===== src/rtl/lsq_param_queue_pkg.sv =====
// Shared types and default sizing for the parametrised load/store queue.
// Default geometry is an 8-entry queue with doubleword-granular hazard matching.
package lsq_param_queue_pkg;

  localparam int LSQ_DEPTH     = 8;
  localparam int LSQ_ADDR_W    = 64;
  localparam int LSQ_DATA_W    = 64;
  localparam int LSQ_CTRL_W    = 17;
  localparam int LSQ_MATCH_LSB = 3;

  typedef logic [$clog2(LSQ_DEPTH)-1:0] lsq_id_t;

  typedef struct packed {
    logic [LSQ_ADDR_W-1:0] addr;
    logic [LSQ_DATA_W-1:0] data;
    logic [LSQ_CTRL_W-1:0] ctrl;
    logic                  store;
  } lsq_entry_t;

  function automatic bit lsq_is_pow2(input int n);
    return (n >= 2) && ((n & (n - 1)) == 0);
  endfunction

endpackage


===== src/rtl/lsq_param_queue_if.sv =====
// Handshake bundle between the exe-stage producer, the queue and the dcache-side consumer.
// The slave modport is the queue itself; the master modport is whoever drives it.
interface lsq_param_queue_if
  import lsq_param_queue_pkg::*;
#(
  parameter int DEPTH  = LSQ_DEPTH,
  parameter int ADDR_W = LSQ_ADDR_W,
  parameter int DATA_W = LSQ_DATA_W,
  parameter int CTRL_W = LSQ_CTRL_W
);
  localparam int ID_W  = $clog2(DEPTH);
  localparam int CNT_W = ID_W + 1;

  logic              flush_i;
  logic              push_valid_i;
  logic              push_ready_o;
  logic [ADDR_W-1:0] push_addr_i;
  logic [DATA_W-1:0] push_data_i;
  logic [CTRL_W-1:0] push_ctrl_i;
  logic              push_store_i;
  logic [ID_W-1:0]   push_id_o;
  logic              pop_valid_o;
  logic              pop_ready_i;
  logic [ADDR_W-1:0] pop_addr_o;
  logic [DATA_W-1:0] pop_data_o;
  logic [CTRL_W-1:0] pop_ctrl_o;
  logic              pop_store_o;
  logic [ADDR_W-1:0] query_addr_i;
  logic              query_hit_o;
  logic [CNT_W-1:0]  count_o;
  logic              full_o;
  logic              empty_o;

  modport master (
    output flush_i, push_valid_i, push_addr_i, push_data_i, push_ctrl_i, push_store_i,
           pop_ready_i, query_addr_i,
    input  push_ready_o, push_id_o, pop_valid_o, pop_addr_o, pop_data_o, pop_ctrl_o,
           pop_store_o, query_hit_o, count_o, full_o, empty_o
  );

  modport slave (
    input  flush_i, push_valid_i, push_addr_i, push_data_i, push_ctrl_i, push_store_i,
           pop_ready_i, query_addr_i,
    output push_ready_o, push_id_o, pop_valid_o, pop_addr_o, pop_data_o, pop_ctrl_o,
           pop_store_o, query_hit_o, count_o, full_o, empty_o
  );

endinterface


===== src/rtl/lsq_param_queue_addr_match.sv =====
// Older-store hazard detector: compares every occupied store entry against a lookup address.
// Address bits below MATCH_LSB are masked so any byte inside the same granule hits.
module lsq_param_queue_addr_match #(
  parameter int DEPTH     = 8,
  parameter int ADDR_W    = 64,
  parameter int MATCH_LSB = 3
) (
  input  logic [DEPTH-1:0]             valid_i,
  input  logic [DEPTH-1:0]             store_i,
  input  logic [DEPTH-1:0][ADDR_W-1:0] addr_i,
  input  logic [ADDR_W-1:0]            query_addr_i,
  output logic                         hit_o
);

  localparam logic [ADDR_W-1:0] MATCH_MASK = {ADDR_W{1'b1}} << MATCH_LSB;

  always_comb begin
    hit_o = 1'b0;
    for (int i = 0; i < DEPTH; i++) begin
      if (valid_i[i] && store_i[i] && (((addr_i[i] ^ query_addr_i) & MATCH_MASK) == '0)) begin
        hit_o = 1'b1;
      end
    end
  end

endmodule


===== src/rtl/lsq_param_queue.sv =====
// Circular load/store queue with valid/ready on both sides, first-word-fall-through head,
// occupancy count and a combinational older-store address-match query.
module lsq_param_queue
  import lsq_param_queue_pkg::*;
#(
  parameter int DEPTH     = LSQ_DEPTH,
  parameter int DATA_W    = LSQ_DATA_W,
  parameter int ADDR_W    = LSQ_ADDR_W,
  parameter int CTRL_W    = LSQ_CTRL_W,
  parameter int MATCH_LSB = LSQ_MATCH_LSB
) (
  input  logic              clk_i,
  input  logic              rst_i,
  lsq_param_queue_if.slave  bus
);

  localparam int ID_W  = $clog2(DEPTH);
  localparam int CNT_W = ID_W + 1;
  localparam logic [CNT_W-1:0] DEPTH_C = CNT_W'(DEPTH);

  if (!lsq_is_pow2(DEPTH)) begin : g_bad_depth
    $fatal(1, "lsq_param_queue: DEPTH must be a power of two >= 2");
  end

  logic [ID_W-1:0]  head_q, head_d, tail_q, tail_d;
  logic [CNT_W-1:0] count_q, count_d;
  logic [DEPTH-1:0] valid_q, valid_d, store_q, store_d;
  logic [DEPTH-1:0][ADDR_W-1:0] addr_q, addr_d;
  logic [DEPTH-1:0][DATA_W-1:0] data_q, data_d;
  logic [DEPTH-1:0][CTRL_W-1:0] ctrl_q, ctrl_d;

  logic full_w, empty_w, push_ready_w, pop_valid_w, push_w, pop_w;

  // Ready/valid come from registered count only; flush blanks both for its cycle.
  assign full_w       = (count_q == DEPTH_C);
  assign empty_w      = (count_q == '0);
  assign push_ready_w = ~full_w & ~bus.flush_i;
  assign pop_valid_w  = ~empty_w & ~bus.flush_i;
  assign push_w       = bus.push_valid_i & push_ready_w;
  assign pop_w        = pop_valid_w & bus.pop_ready_i;

  always_comb begin
    head_d  = head_q;
    tail_d  = tail_q;
    count_d = count_q;
    valid_d = valid_q;
    store_d = store_q;
    addr_d  = addr_q;
    data_d  = data_q;
    ctrl_d  = ctrl_q;
    if (bus.flush_i) begin
      head_d  = '0;
      tail_d  = '0;
      count_d = '0;
      valid_d = '0;
    end else begin
      if (push_w) begin
        valid_d[tail_q] = 1'b1;
        store_d[tail_q] = bus.push_store_i;
        addr_d[tail_q]  = bus.push_addr_i;
        data_d[tail_q]  = bus.push_data_i;
        ctrl_d[tail_q]  = bus.push_ctrl_i;
        tail_d          = tail_q + 1'b1;
      end
      if (pop_w) begin
        valid_d[head_q] = 1'b0;
        head_d          = head_q + 1'b1;
      end
      count_d = count_q + CNT_W'(push_w) - CNT_W'(pop_w);
    end
  end

  always_ff @(posedge clk_i or posedge rst_i) begin
    if (rst_i) begin
      head_q  <= '0;
      tail_q  <= '0;
      count_q <= '0;
      valid_q <= '0;
      store_q <= '0;
    end else begin
      head_q  <= head_d;
      tail_q  <= tail_d;
      count_q <= count_d;
      valid_q <= valid_d;
      store_q <= store_d;
    end
  end

  // Payload storage carries no reset; the valid bits alone say what is live.
  always_ff @(posedge clk_i) begin
    addr_q <= addr_d;
    data_q <= data_d;
    ctrl_q <= ctrl_d;
  end

  lsq_param_queue_addr_match #(
    .DEPTH     (DEPTH),
    .ADDR_W    (ADDR_W),
    .MATCH_LSB (MATCH_LSB)
  ) u_addr_match (
    .valid_i      (valid_q),
    .store_i      (store_q),
    .addr_i       (addr_q),
    .query_addr_i (bus.query_addr_i),
    .hit_o        (bus.query_hit_o)
  );

  assign bus.push_ready_o = push_ready_w;
  assign bus.push_id_o    = tail_q;
  assign bus.pop_valid_o  = pop_valid_w;
  assign bus.pop_addr_o   = empty_w ? '0 : addr_q[head_q];
  assign bus.pop_data_o   = empty_w ? '0 : data_q[head_q];
  assign bus.pop_ctrl_o   = empty_w ? '0 : ctrl_q[head_q];
  assign bus.pop_store_o  = empty_w ? 1'b0 : store_q[head_q];
  assign bus.count_o      = count_q;
  assign bus.full_o       = full_w;
  assign bus.empty_o      = empty_w;

  a_count_bound: assert property (@(posedge clk_i) disable iff (rst_i) count_q <= DEPTH_C);
  a_push_masked: assert property (@(posedge clk_i) disable iff (rst_i) push_w |-> push_ready_w);

endmodule


===== src/flat_wrapper.sv =====
// flat-port wrapper written by rule: the top's interface ports become plain ports
module lsq_param_queue_flat import lsq_param_queue_pkg::*;
#(
  parameter int DEPTH     = LSQ_DEPTH,
  parameter int DATA_W    = LSQ_DATA_W,
  parameter int ADDR_W    = LSQ_ADDR_W,
  parameter int CTRL_W    = LSQ_CTRL_W,
  parameter int MATCH_LSB = LSQ_MATCH_LSB
)
  (clk_i, rst_i, bus_flush_i, bus_push_valid_i, bus_push_addr_i, bus_push_data_i, bus_push_ctrl_i, bus_push_store_i, bus_pop_ready_i, bus_query_addr_i, bus_push_ready_o, bus_push_id_o, bus_pop_valid_o, bus_pop_addr_o, bus_pop_data_o, bus_pop_ctrl_o, bus_pop_store_o, bus_query_hit_o, bus_count_o, bus_full_o, bus_empty_o);
  lsq_param_queue_if #(.DEPTH(DEPTH), .ADDR_W(ADDR_W), .DATA_W(DATA_W), .CTRL_W(CTRL_W)) bus_i ();
  input  logic clk_i;
  input  logic rst_i;
  input wire logic [$bits(bus_i.flush_i)-1:0] bus_flush_i;
  input wire logic [$bits(bus_i.push_valid_i)-1:0] bus_push_valid_i;
  input wire logic [$bits(bus_i.push_addr_i)-1:0] bus_push_addr_i;
  input wire logic [$bits(bus_i.push_data_i)-1:0] bus_push_data_i;
  input wire logic [$bits(bus_i.push_ctrl_i)-1:0] bus_push_ctrl_i;
  input wire logic [$bits(bus_i.push_store_i)-1:0] bus_push_store_i;
  input wire logic [$bits(bus_i.pop_ready_i)-1:0] bus_pop_ready_i;
  input wire logic [$bits(bus_i.query_addr_i)-1:0] bus_query_addr_i;
  output wire logic [$bits(bus_i.push_ready_o)-1:0] bus_push_ready_o;
  output wire logic [$bits(bus_i.push_id_o)-1:0] bus_push_id_o;
  output wire logic [$bits(bus_i.pop_valid_o)-1:0] bus_pop_valid_o;
  output wire logic [$bits(bus_i.pop_addr_o)-1:0] bus_pop_addr_o;
  output wire logic [$bits(bus_i.pop_data_o)-1:0] bus_pop_data_o;
  output wire logic [$bits(bus_i.pop_ctrl_o)-1:0] bus_pop_ctrl_o;
  output wire logic [$bits(bus_i.pop_store_o)-1:0] bus_pop_store_o;
  output wire logic [$bits(bus_i.query_hit_o)-1:0] bus_query_hit_o;
  output wire logic [$bits(bus_i.count_o)-1:0] bus_count_o;
  output wire logic [$bits(bus_i.full_o)-1:0] bus_full_o;
  output wire logic [$bits(bus_i.empty_o)-1:0] bus_empty_o;
  assign bus_i.flush_i = bus_flush_i;
  assign bus_i.push_valid_i = bus_push_valid_i;
  assign bus_i.push_addr_i = bus_push_addr_i;
  assign bus_i.push_data_i = bus_push_data_i;
  assign bus_i.push_ctrl_i = bus_push_ctrl_i;
  assign bus_i.push_store_i = bus_push_store_i;
  assign bus_i.pop_ready_i = bus_pop_ready_i;
  assign bus_i.query_addr_i = bus_query_addr_i;
  assign bus_push_ready_o = bus_i.push_ready_o;
  assign bus_push_id_o = bus_i.push_id_o;
  assign bus_pop_valid_o = bus_i.pop_valid_o;
  assign bus_pop_addr_o = bus_i.pop_addr_o;
  assign bus_pop_data_o = bus_i.pop_data_o;
  assign bus_pop_ctrl_o = bus_i.pop_ctrl_o;
  assign bus_pop_store_o = bus_i.pop_store_o;
  assign bus_query_hit_o = bus_i.query_hit_o;
  assign bus_count_o = bus_i.count_o;
  assign bus_full_o = bus_i.full_o;
  assign bus_empty_o = bus_i.empty_o;
  lsq_param_queue #(.DEPTH(DEPTH), .DATA_W(DATA_W), .ADDR_W(ADDR_W), .CTRL_W(CTRL_W), .MATCH_LSB(MATCH_LSB)) u_core (.clk_i(clk_i), .rst_i(rst_i), .bus(bus_i));
endmodule

===== config.mk =====
export PLATFORM = sky130hd
export DESIGN_NAME = lsq_param_queue_flat
export DESIGN_NICKNAME = d
export VERILOG_FILES = /design/src/rtl/lsq_param_queue_pkg.sv /design/src/rtl/lsq_param_queue_if.sv /design/src/rtl/lsq_param_queue_addr_match.sv /design/src/rtl/lsq_param_queue.sv /design/src/flat_wrapper.sv
export SDC_FILE = /design/constraint.sdc
export NUM_CORES = 2
export LEC_CHECK = 0
export CORE_MARGIN = 2
export CORE_UTILIZATION = 59
export DETAILED_ROUTE_END_ITERATION = 12
export HOLD_SLACK_MARGIN = 0.03
export PLACE_DENSITY_LB_ADDON = 0.25
export SLEW_MARGIN = 10
export SYNTH_ARGS = -nofsm -noshare
export SYNTH_HDL_FRONTEND = slang
export SYNTH_HIERARCHICAL = 1
export SYNTH_SLANG_ARGS = --single-unit

===== constraint.sdc =====
create_clock -name clk_i -period 10.6 [get_ports clk_i]
set_input_delay 2.12 -clock clk_i [delete_from_list [all_inputs] [get_ports clk_i]]
set_output_delay 2.12 -clock clk_i [all_outputs]
set_load 0.01 [all_outputs]

==> Yosys cells after proc, flatten, opt, wreduce, memory -nomap -nowiden <==
Cells that the tools add are included.
W data, S select, Z words.
{ "classes": {"eq_ne": 1, "reduce_logical": 30, "add_sub_neg": 4, "n_div": 0, "bitwise_logic": 18, "mul": 0, "shift": 0, "n_mux": 41, "magnitude_cmp": 4} }
{ "op_table": {"columns": ["cell", "n"], "rows": [
  ["$bwmux W512", 2],
  ["$logic_not A64 Y1", 8],
  ["$xor A64 B64 Y64", 8],
  ["$bmux W64 S3", 2],
  ["$mux W64", 5],
  ["$demux W64 S3", 1],
  ["$bwmux W136", 1],
  ["$bmux W17 S3", 1],
  ["$demux W17 S3", 1],
  ["$mux W17", 3],
  ["$mux W8", 4],
  ["$logic_and A1 B1 Y1", 18],
  ["$mux W1", 12],
  ["$mux W3", 4],
  ["$and A8 B8 Y8", 1],
  ["$bwmux W8", 1],
  ["$lt A3 B4 Y1 const B", 2],
  ["$not A8 Y8", 1],
  ["$or A8 B8 Y8", 1],
  ["$add A3 B1 Y3 const B", 2],
  ["$demux W1 S3", 2],
  ["$ge A3 B1 Y1 const B", 2],
  ["$add A4 B1 Y4", 1],
  ["$and A1 B1 Y1", 4],
  ["8 further kinds", 11]
]} }
{ "totals": {"memories": 0, "mem_bits_ro": 0, "inputBits": 215, "latchBits": 0, "word_cells": 127, "output_inout_bits": 158, "regBits": 1186, "ram_bits": 0} }

==> Longest topological paths before layout <==
{ "depth": {"ltp_word": 11, "ltp_mapped": 12, "ltp_nobuf": 11} }

==> Cells and area by module <==
The synthesis kept the hierarchy.
{ "by_module_without_submodules": {"columns": ["mod", "cells_each", "area_each_um2", "instances", "seq_area_each_um2"], "rows": [
  ["lsq_param_queue", 2464, 45921.5, 1, 35484.0],
  ["lsq_param_queue_addr_match", 822, 6193.4, 1, 0.0]
]} }

==> Least setup slack after synthesis <==
Ideal clock, no wire load.
{ "synth_timing": {"path_type": "in2reg", "startpoint": "input port bus_flush_i", "endpoint": "register u_core.store_q[3]", "setup_time_ns": 0.093, "cell_stages": 4, "required_time_ns": 10.507, "path_buffers": 1, "t_arrival_ns": 8.977, "path_slack_ns": 1.530, "cell_sequence": "clkbuf_1 nand3b_4 nor3_2 mux2_2"} }
{ "synth_between": {"elab_chain_cells": 4} }
{ "synth_rtl": {"columns": ["element", "line_no", "source"], "rows": [
  ["start: declaration", "flat_wrapper.sv:14", "input wire logic [$bits(bus_i.flush_i)-1:0] bus_flush_i;"],
  ["$not A1 Y1 (no line) (*)", null, null],
  ["$and A1 B1 Y1", "lsq_param_queue.sv:37", "assign push_ready_w = ~full_w & ~bus.flush_i;"],
  ["$and A1 B1 Y1", "lsq_param_queue.sv:39", "assign push_w = bus.push_valid_i & push_ready_w;"],
  ["$reduce_and A2 Y1 (no line) (*)", null, null],
  ["end signal: assignment", "lsq_param_queue.sv:85", "store_q <= store_d;"],
  ["end: declaration", "lsq_param_queue.sv:27", "logic [DEPTH-1:0] valid_q, valid_d, store_q, store_d;"]
]} }
Mark *: on every way between the ends. The rest lies on a longest branch, timed or not.
A chain may end at the register's enable or synchronous reset.

==> Worst setup path in the final report <==
{ "layout_timing": {"startpoint": "input port bus_query_addr_i[20]", "endpoint": "output port bus_query_hit_o"} }
{ "layout_between": {"elab_chain_cells": 11, "word_cells_on_any_way": 32, "cone_classes": "mux: 8; bitwise: 8; reduce/logical: 16"} }
{ "layout_rtl": {"columns": ["element", "line_no", "source"], "rows": [
  ["start: declaration", "flat_wrapper.sv:21", "input wire logic [$bits(bus_i.query_addr_i)-1:0] bus_query_addr_i;"],
  ["$xor A64 B64 Y64", "lsq_param_queue_addr_match.sv:20", "if (valid_i[i] && store_i[i] && (((addr_i[i] ^ query_addr_i) & MATCH_MASK) == '0)) begin"],
  ["$logic_not A64 Y1", "lsq_param_queue_addr_match.sv:20", null],
  ["$logic_and A1 B1 Y1", "lsq_param_queue_addr_match.sv:20", null],
  ["$mux W1 (7 in a row)", "lsq_param_queue_addr_match.sv:20", null],
  ["$mux W1 (*)", "lsq_param_queue_addr_match.sv:20", null],
  ["end: declaration", "flat_wrapper.sv:29", "output wire logic [$bits(bus_i.query_hit_o)-1:0] bus_query_hit_o;"]
]} }
Marked as above.

==> out/qor.csv <==
stage,metric,value,unit
run_status,status,"finished, final reports clean",
sta,min_period_over_period,79.55,%
sta,rsz0062_at_grt,false,
synth,synth-simple-area-share,3.366,%
sta,finalHoldViolCount,0,
synth,synthArstFlopShare,2.192,%
synth,synthAdderAreaFrac,0.2305,%
hold_path,min_to,u_core/store_q[2],
cts,ctsResizeCount,0,
route,drt_iter0_drc,4458,
job,drv_cap,0,
global_route,grt_pass1_vias,31909,
route,vias_per_cell,6.786,
hold_path,hold_path_startpoint,u_core/store_q[2],
placement,dp.cells,4648,
floorplan,die_h,301.2,µm
setup_path,rrSetupSlack,7.13,ns
layout,synthToLayoutAreaGrowth,15.69,%
route,route.vias.total,33056,
cts,hold_buffers,0,
sta,skew,0.01715,ns
route,wl_per_cell,38.12,µm
setup_path,worstSetupStartpointType,primary input,
setup_path,crit_arrival,6.31,ns
hold_path,hold_depth,1,
synth,synthXorXnorAreaFrac,6.194,%
power,p_per_area,220.4,nW/µm²
sta,tns,0,ns
floorplan,start_util,59.24,%
setup_path,cp_data_required_time,8.48,ns
sta,worstMarginPinSlew,1.229,ns
power,p_leak,18.85,nW
layout,final_layout_size_suffix_gt1_share,6.759,%
cts,cts_buffers,117,
sta,relSlewSlack,18.07,%
placement,io_buffers,369,
floorplan,die_w,301.2,µm
cts,cts_setup_buffers,0,
synth,yosysWarnings,6,
synth,synth_edf_count,1160,
layout,multi_input_area,15060,µm²
layout,nNetsFinal,3826,
cts,clkTransAtPathRegs,0.06,ns
global_route,antenna_found_initial,19,
synth,avgSynthCellArea,15.86,µm²
layout,final-seq-area,35490,µm²
setup_path,r2r_cells,7,
global_route,grt_max_degree,137,
cts,clock_path_buffers,3,
synth,syn_inst,3286,
global_route,grt.overflow.total,0,
synth,synth-seq-cells,1186,
sta,slew_violations,0,
sta,min_period,8.432,ns
synth,synth_flop_cell,edfxtp_1,
cts,tritoncts,built,
synth,yosysSeqAreaShare,68.09,%
floorplan,dieArea,90720,µm²
synth,synth_top_family_by_area,multiplexers,
cts,insertion_delay,0.73,ns
global_route,grt_pass1_wl,252600,µm
layout,fillers,5676,
cts,cts_htree_levels,3,
placement,place_congestion,1.048,
route,route.antenna.remaining_nets,0,
synth,synth-compound-area-share,7.498,%
layout,final_cell_mix,"edfxtp_1, mux2i_1, clkdlybuf4s50_1",
global_route,globalRouteTotalUtil,40.42,%
route,wl,185700,µm
floorplan,core.rowCount,109,
synth,synth_area,52110,µm²
setup_path,worstSetupEndpointType,output port,
setup_path,r2r_end,u_core/data_q[66],
cts,cts-root-buf,clkbuf_16,
synth,syn_nets,3510,
setup_path,regToRegStartpoint,u_core/bus.count_o[2],
cts,cts_sinks,1186,
floorplan,core,87970,µm²
layout,layout_commonest_cell,edfxtp_1,
placement,post-dp-hpwl,124600,µm
hold_path,hp-class,register to register,
layout,fin_cells,4871,
setup_path,path_max_fanout,11,
setup_path,crit_type,primary input to output port,
route,drc,0,
synth,synth_cell_type_count,66,
power,vdd_drop_max,0.1959,mV
route,firstDrtPassIters,6,
floorplan,pin_count,373,
synth,yosys-mux-area-fraction,11.48,%
sta,finalSetupViolCount,0,
sta,max_freq,118.6,MHz
[synthesized netlist by cell type (4+ instances only)]
cell	instances	area share, %
nor3_1	6	0.058
ha_1	8	0.19
a221o_1	8	0.15
nor4_1	47	0.56
a2111o_1	4	0.086
nor2_1	10	0.072
nor2b_1	24	0.29
clkbuf_1	39	0.28
a222oi_1	4	0.077
o21a_1	149	2.1
nand3_1	4	0.038
buf_6	22	0.48
o22ai_1	314	3.8
nand2_1	9	0.065
xnor2_1	302	5.1
mux2i_1	582	11
clkbuf_4	4	0.058
buf_2	75	0.72
o2bb2ai_1	9	0.15
inv_2	6	0.043
edfxtp_1	1160	67
a21oi_1	5	0.048
buf_4	67	0.97
a22oi_1	4	0.058
nand2b_1	67	0.80
mux2_2	10	0.22
a41oi_1	4	0.067
o2111ai_1	24	0.40
nand4_1	85	1.0
buf_1	6	0.043
inv_1	75	0.54
a22o_1	7	0.12
o221ai_1	9	0.15
xor2_1	61	1.0
dfrtp_1	26	1.2
a221oi_1	6	0.10
[through the flow]
step,utilization (%),area [µm²],worst slack (ns),power [mW],hold slack [ns]
2_1_floorplan,-,52120,1.530,7.491,0.4638
5_1_grt,68.54,60290,2.368,13.59,0.5585
3_5_place_dp,64.08,56370,2.304,9.029,0.5257
6_report,68.54,60290,2.168,13.29,0.5432
3_3_place_gp,64.08,56370,2.258,8.976,0.4783
4_1_cts,68.52,60270,2.292,13.26,0.5398
[where the power goes]
group	internal, mW	switching (mW)	leakage, nW
sequential	5.31	0.127	10.8
clock	2.45	1.80	1.90
combinational	1.58	2.01	6.13
[metal layers]
metal	up-vias	part of all wire (%)	global-route usage [%]
li1	13505	-	-
met2	2230	47	64.11
met1	16888	36	52.73
met3	409	10	8.904
met4	24	6.1	20.87
met5	-	0.083	0
[worst max path at each step]
stage | to | from | slack (ns)
2_1_floorplan | u_core/store_q[3] | bus_flush_i | 1.53
3_3_place_gp | bus_query_hit_o | bus_query_addr_i[20] | 2.26
3_5_place_dp | bus_query_hit_o | bus_query_addr_i[20] | 2.30
4_1_cts | bus_query_hit_o | bus_query_addr_i[20] | 2.29
5_1_grt | bus_query_hit_o | bus_query_addr_i[44] | 2.37
6_report | bus_query_hit_o | bus_query_addr_i[20] | 2.17
[registers in the layout, indices dropped and copies added (netlist names)]
signal and cells:
u_core/valid_q 8, u_core/store_q 8, u_core/head_q 3, u_core/bus.count_o 4, u_core/addr_q 512, u_core/ctrl_q 136, u_core/data_q 512, u_core/bus.push_id_o 3
[final cells by class]
cell class | count | area share [%]
Sequential cell | 1186 | 58.86
Multi-Input combinational cell | 1805 | 24.97
Antenna cell | 7 | 0.02905
Clock buffer | 145 | 5.030
Tap cell | 1165 | 2.418
Timing Repair Buffer | 410 | 6.699
Clock inverter | 71 | 1.440
Inverter | 82 | 0.5520
[critical path, stage by stage]
cell and delay, ns:
clkdlybuf4s50_1 1.02, xnor2_1 0.74, nand4_1 0.28, nor4_1 0.65
nand4_1 0.24, o22ai_1 0.37, or4_1 0.29, clkdlybuf4s50_1 0.58
[kinds of logic after synthesis]
kind of cell,Yosys count
adder cells (fa/ha/maj),9
AND/OR/NAND/NOR,277
AO/OA/AOI/OAI,558
flip-flops,1186
XOR/XNOR,366
buffers and inverters,295
multiplexers,595
(Power assumes the default switching activity.)
